`config.mk`:
```
export PLATFORM = sky130hd
export DESIGN_NAME = ahb_ui_sequencer
export DESIGN_NICKNAME = d
export VERILOG_FILES = /design/src/rtl/ahb_ui_sequencer.sv
export SDC_FILE = /design/constraint.sdc
export NUM_CORES = 1
export LEC_CHECK = 0
export ABC_AREA = 1
export BUFFER_PORTS_ARGS = -buffer_cell sky130_fd_sc_hd__buf_2
export CAP_MARGIN = 20
export CORE_ASPECT_RATIO = 0.8
export CORE_MARGIN = 2
export CORE_UTILIZATION = 56
export CTS_CLUSTER_DIAMETER = 60
export DETAILED_ROUTE_END_ITERATION = 10
export HOLD_SLACK_MARGIN = 0.05
export PLACE_DENSITY = 0.84
export SYNTH_ARGS = -nofsm -noshare
export SYNTH_HDL_FRONTEND = slang
export SYNTH_SLANG_ARGS = --single-unit
```
`constraint.sdc`:
```
create_clock -name i_hclk -period 3.36 [get_ports i_hclk]
set_input_delay 0.672 -clock i_hclk [delete_from_list [all_inputs] [get_ports i_hclk]]
set_output_delay 0.672 -clock i_hclk [all_outputs]
set_load 0.005 [all_outputs]
```
`src/rtl/ahb_ui_sequencer.sv`:
```
// ---------------------------------------------------------------------------
// ahb_ui_sequencer
//
// Command front-end for an AHB master's user interface (UI). Burst commands
// (base address, beat count, size, direction) arrive on one valid/ready port.
// Write data arrives on a second valid/ready stream and is buffered in a
// small FIFO. Every UI output is a register that only moves at a rising edge
// where the master asserts i_next.
//
// Ports:
//   i_hclk, i_hreset_n          clock, asynchronous active-low reset
//   i_cmd_*, o_cmd_ready        burst command port
//   i_wdata*, o_wdata_ready     write-data stream into the FIFO
//   i_next                      master's "UI may change" indication
//   o_data, o_dav               write data to the master and its valid flag
//   o_addr, o_size, o_min_len   burst attributes
//   o_wr, o_rd, o_cont          request strobes and continuation flag
//   o_busy                      burst in progress (exposes the FSM state)
//   o_done                      one-cycle pulse after a burst's last beat
//
// Handshake rule for both input ports: a transfer happens at a rising edge
// where valid and ready are both 1. Ready may depend combinationally on the
// current state and i_next; valid must not depend on ready.
// ---------------------------------------------------------------------------
module ahb_ui_sequencer #(
  parameter int DATA_WDT   = 32,
  parameter int BEAT_WDT   = 32,
  parameter int FIFO_DEPTH = 4
) (
  input  logic                i_hclk,
  input  logic                i_hreset_n,
  input  logic                i_cmd_valid,
  output logic                o_cmd_ready,
  input  logic [31:0]         i_cmd_addr,
  input  logic [BEAT_WDT-1:0] i_cmd_len,
  input  logic [2:0]          i_cmd_size,
  input  logic                i_cmd_wr,
  input  logic                i_wdata_valid,
  output logic                o_wdata_ready,
  input  logic [DATA_WDT-1:0] i_wdata,
  input  logic                i_next,
  output logic [DATA_WDT-1:0] o_data,
  output logic                o_dav,
  output logic [31:0]         o_addr,
  output logic [2:0]          o_size,
  output logic                o_wr,
  output logic                o_rd,
  output logic [BEAT_WDT-1:0] o_min_len,
  output logic                o_cont,
  output logic                o_busy,
  output logic                o_done
);

  localparam int PW = $clog2(FIFO_DEPTH);
  localparam int CW = PW + 1;

  typedef enum logic {ST_IDLE = 1'b0, ST_RUN = 1'b1} state_e;

  state_e              state_q, state_d;
  logic [BEAT_WDT-1:0] rem_q, rem_d;
  logic [DATA_WDT-1:0] data_q, data_d;
  logic                dav_q, dav_d;
  logic [31:0]         addr_q, addr_d;
  logic [2:0]          size_q, size_d;
  logic                wr_q, wr_d;
  logic                rd_q, rd_d;
  logic [BEAT_WDT-1:0] min_len_q, min_len_d;
  logic                cont_q, cont_d;
  logic                done_q, done_d;

  // Write-data FIFO: storage has no reset, pointers and count do.
  logic [DATA_WDT-1:0] mem [FIFO_DEPTH];
  logic [PW-1:0]       wptr_q, rptr_q;
  logic [CW-1:0]       cnt_q, cnt_d;
  logic                fifo_full, fifo_empty, push, pop;

  logic run, consumed, last, cmd_ready, accept;

  assign fifo_full  = (cnt_q == CW'(FIFO_DEPTH));
  assign fifo_empty = (cnt_q == '0);
  assign push       = i_wdata_valid & ~fifo_full;

  // A beat is taken by the master when a read is requested, or a write is
  // requested with valid data; only meaningful together with i_next.
  assign run       = (state_q == ST_RUN);
  assign consumed  = rd_q | (wr_q & dav_q);
  assign last      = run & consumed & (rem_q == BEAT_WDT'(1));
  assign cmd_ready = i_next & (~run | last);
  assign accept    = i_cmd_valid & cmd_ready;

  always_comb begin
    state_d   = state_q;
    rem_d     = rem_q;
    data_d    = data_q;
    dav_d     = dav_q;
    addr_d    = addr_q;
    size_d    = size_q;
    wr_d      = wr_q;
    rd_d      = rd_q;
    min_len_d = min_len_q;
    cont_d    = cont_q;
    done_d    = 1'b0;
    pop       = 1'b0;

    if (i_next) begin
      // Finishing beat: drop to idle first; a same-edge command below
      // overrides these values so there is no idle gap.
      if (last) begin
        state_d = ST_IDLE;
        rem_d   = '0;
        rd_d    = 1'b0;
        wr_d    = 1'b0;
        cont_d  = 1'b0;
        dav_d   = 1'b0;
        done_d  = 1'b1;
      end

      if (accept) begin
        if (i_cmd_len == '0) begin
          done_d = 1'b1;
        end else begin
          state_d   = ST_RUN;
          rem_d     = i_cmd_len;
          addr_d    = i_cmd_addr;
          size_d    = i_cmd_size;
          min_len_d = i_cmd_len;
          cont_d    = 1'b0;
          rd_d      = ~i_cmd_wr;
          wr_d      = i_cmd_wr;
          dav_d     = 1'b0;
          if (i_cmd_wr && !fifo_empty) begin
            pop    = 1'b1;
            data_d = mem[rptr_q];
            dav_d  = 1'b1;
          end
        end
      end else if (run && consumed && !last) begin
        rem_d  = rem_q - BEAT_WDT'(1);
        cont_d = 1'b1;
        if (wr_q) begin
          dav_d = 1'b0;
          if (!fifo_empty) begin
            pop    = 1'b1;
            data_d = mem[rptr_q];
            dav_d  = 1'b1;
          end
        end
      end else if (run && wr_q && !dav_q && !fifo_empty) begin
        // Write beat was starved: present the word as soon as it arrives.
        pop    = 1'b1;
        data_d = mem[rptr_q];
        dav_d  = 1'b1;
      end
    end
  end

  always_comb begin
    cnt_d = cnt_q;
    if (push && !pop)      cnt_d = cnt_q + CW'(1);
    else if (!push && pop) cnt_d = cnt_q - CW'(1);
  end

  always_ff @(posedge i_hclk or negedge i_hreset_n) begin
    if (!i_hreset_n) begin
      state_q   <= ST_IDLE;
      rem_q     <= '0;
      data_q    <= '0;
      dav_q     <= 1'b0;
      addr_q    <= '0;
      size_q    <= '0;
      wr_q      <= 1'b0;
      rd_q      <= 1'b0;
      min_len_q <= '0;
      cont_q    <= 1'b0;
      done_q    <= 1'b0;
      wptr_q    <= '0;
      rptr_q    <= '0;
      cnt_q     <= '0;
    end else begin
      state_q   <= state_d;
      rem_q     <= rem_d;
      data_q    <= data_d;
      dav_q     <= dav_d;
      addr_q    <= addr_d;
      size_q    <= size_d;
      wr_q      <= wr_d;
      rd_q      <= rd_d;
      min_len_q <= min_len_d;
      cont_q    <= cont_d;
      done_q    <= done_d;
      cnt_q     <= cnt_d;
      if (push) wptr_q <= wptr_q + PW'(1);
      if (pop)  rptr_q <= rptr_q + PW'(1);
    end
  end

  always_ff @(posedge i_hclk) begin
    if (push) mem[wptr_q] <= i_wdata;
  end

  assign o_cmd_ready   = cmd_ready;
  assign o_wdata_ready = ~fifo_full;
  assign o_data        = data_q;
  assign o_dav         = dav_q;
  assign o_addr        = addr_q;
  assign o_size        = size_q;
  assign o_wr          = wr_q;
  assign o_rd          = rd_q;
  assign o_min_len     = min_len_q;
  assign o_cont        = cont_q;
  assign o_busy        = run;
  assign o_done        = done_q;

endmodule
```
==> metrics.csv <==
stage,metric,value,unit
outcome,outcome,"complete, no violations",
die,Initial Utilization,57.4,%
timing,RSZ-0062 raised after global routing,false,
placed_design,GP Congestion,0.932,
cells_and_area,share of post-route cells with drive strength above 1,18.2,%
timing,fmax,341,MHz
timing,Period minus WS final,2.93,ns
cells_and_area,P&R area growth vs syn,18.1,%
synthesis,yosys warns,0,
setup_path,"Req. time, crit path",3.85,ns
global_routing,GRT Residual Overflow,0,
clock_tree,CTS tree,yes,
clock_tree,cts repair resizes,0,
die,DIE AREA,23400,um^2
detailed_routing,Residual DRC,0,
setup_path,Critical Path Sink Type,flip-flop,
worst_hold_path,Hold Path Class,primary input to asynchronous set/reset pin,
setup_path,CP Launch Type,flip-flop,
timing,clock skew,0.0115,ns
detailed_routing,antenna-violating nets left,0,
clock_tree,H-tree depth,1,
detailed_routing,Pre-Repair DR Iteration Count,5,
pwr,PwrDens,860,nW/um^2
global_routing,first-pass GRT wire length,50.2,mm
setup_path,Worst Reg-to-Reg Cells,15,
clock_tree,total CTS buffers,27,
detailed_routing,vias per std cell,5.46,
die,# rows,48,
cells_and_area,"commonest non-fill, non-tap cell in the layout",nand2_1,
timing,setup_tns,0,ns
die,die height,137,um
clock_tree,post-CTS setup buffers,0,
synthesis,mean post-synth cell area,8.81,um^2
global_routing,largest net degree at the start of global routing,70,
detailed_routing,Routed WL,31.9,mm
cells_and_area,most frequent cells in the layout,"nand2_1, buf_2, nor2_1",
timing,Worst-Margin Slew,1.01,ns
clock_tree,# hold bufs at CTS,0,
setup_path,R2R Setup Slk,0.43,ns
synthesis,Gate Count Post-Synth,1413,
setup_path,Worst EP arrival,3.42,ns
cells_and_area,# fillers,1705,
synthesis,Synth Register Bits,272,
cells_and_area,Layout Nets,1722,
pwr,Pleak,6.92,nW
global_routing,initial antenna violation count,4,
detailed_routing,via count,10553,
setup_path,FF-to-FF End,o_min_len[17],
setup_path,Reg-to-Reg Start,rem_q[1],
synthesis,cell area after synthesis,12400,um^2
timing,Setup Viol. Count Final,0,
timing,period utilization,87.2,%
die,I/O pins,212,
placed_design,HPWL after DPL,20.8,mm
detailed_routing,drt initial violations,929,
placed_design,dpl cell area,13800,um^2
timing,Final Hold Fails,0,
synthesis,Cell variety after synth,35,
setup_path,Worst Setup Path Type,flip-flop to flip-flop,
die,Placeable Area,21700,um^2
clock_tree,clock latency on the worst-skew pair,0.55,ns
clock_tree,CTS sink count,272,
clock_tree,clk buf depth,3,
synthesis,post-synthesis sequential area ratio,59.8,%
detailed_routing,routed len/inst,16.5,um
global_routing,Tot GR Track Use,27.1,%
clock_tree,clk root buf,clkbuf_16,
synthesis,"Net Count, Synth",1526,
flow_run,max_cap viols,0,
clock_tree,"Reg clk slew, reported paths",0.06,ns
timing,Slew headroom,32.3,%
global_routing,vias in the first global route,10175,
cells_and_area,Final Instance Area,14700,um^2
setup_path,Critical Path Fanout Max,62,
pwr,worst vdd ir,515,uV
placed_design,I/O Buffers,211,
die,die width,171,um
timing,max-slew violation count,0,
## layout make-up
class,count,area (um^2),share of cell area (%)
sequential,272,7450,50.7
multi-input combinational,1013,4500,30.6
timing repair buffer,231,1240,8.42
clock buffer,34,712,4.84
tap,300,375,2.55
inverter,64,241,1.64
clock inverter,16,180,1.23
antenna,3,7.51,0.0511
## where the power goes
part	internal (mW)	switching, mW	total [mW]
logic	1.56	2.88	4.44
registers	4.56	0.602	5.16
clock network	1.75	1.30	3.04
total	7.87	4.78	12.6
## routing by layer
metal | share of wire [%] | routed length, um | global-route usage (%)
met1 | 40 | 12900 | 34.3
met2 | 50 | 16000 | 47.8
met3 | 6.7 | 2150 | 4.54
met4 | 2.8 | 880 | 8.83
met5 | 0.041 | 13 | 0
## metrics by stage
step	util [%]	hold slack (ns)	instances	power, mW	setup WS (ns)
after floorplan	-	0.376	1413	8.01	0.521
after global placement	63.6	0.448	1880	9.39	0.451
after detailed placement	63.6	0.453	1880	9.63	0.474
after CTS	67.8	0.163	1930	12.7	0.458
after global routing	67.8	0.191	1930	13.5	0.190
final	67.8	0.133	1933	12.6	0.430
## cells by family (layout without fill, tap and decap cells)
group	after synthesis	after routing	share of synthesized area [%]
XOR/XNOR	32	32	2.25
buffers and inverters	128	345	4.30
flip-flops	272	272	59.8
adder cells (fa/ha/maj)	8	8	0.864
AND/OR/NAND/NOR	805	805	25.5
other	0	3	0
AO/OA/AOI/OAI	167	167	7.17
multiplexers	1	1	0.0905
## cell usage after synthesis, drive strengths merged
master / n / area [um^2]
mux2: 1 / 11.3
buf: 25 / 148
xnor2: 2 / 17.5
clkbuf: 39 / 146
nand4: 6 / 43.8
o22ai: 33 / 206
edfxtp: 128 / 3840
nand3: 51 / 273
ha: 7 / 87.6
clkinv: 1 / 5.00
nor3: 4 / 20.0
nand2: 543 / 2050
inv: 63 / 236
a21oi: 3 / 26.3
nor4: 1 / 6.26
dfrtp: 144 / 3600
o21ai: 131 / 659
xor2: 30 / 263
and2: 1 / 6.26
fa: 1 / 20.0
and3: 1 / 6.26
nor2: 198 / 766
## how the worst max path moves through the flow
| stage | from | end |
|---|---|---|
| after floorplan | i_cmd_len[1] | cnt_q[1] |
| after global placement | i_cmd_len[22] | cnt_q[2] |
| after detailed placement | i_cmd_len[20] | cnt_q[2] |
| after CTS | rem_q[1] | o_min_len[0] |
| after global routing | rem_q[1] | o_min_len[0] |
| final | rem_q[1] | o_min_len[17] |
## state kept, by name, indices dropped and copies added, names as in the netlist, named ones only
name       cells
o_done         1
cnt_q          3
o_dav          1
rem_q         32
o_busy         1
wptr_q         2
o_size         3
o_wr           1
o_min_len     32
mem          128
rptr_q         2
o_rd           1
o_data        32
o_addr        32
## critical path: stages (launching register included)
cell	delay, ns
dfrtp_1	0.43
inv_1	0.09
ha_1	0.22
nand2_1	0.08
nor2_1	0.04
nand2_1	0.05
nor2_1	0.05
nand2_2	0.15
nand2_2	0.10
nand3_4	0.11
buf_4	0.38
clkinv_2	0.33
nand2_2	0.32
buf_12	0.28
nand2_1	0.10
nand2_1	0.07
Power figures use the tool's default switching activity.
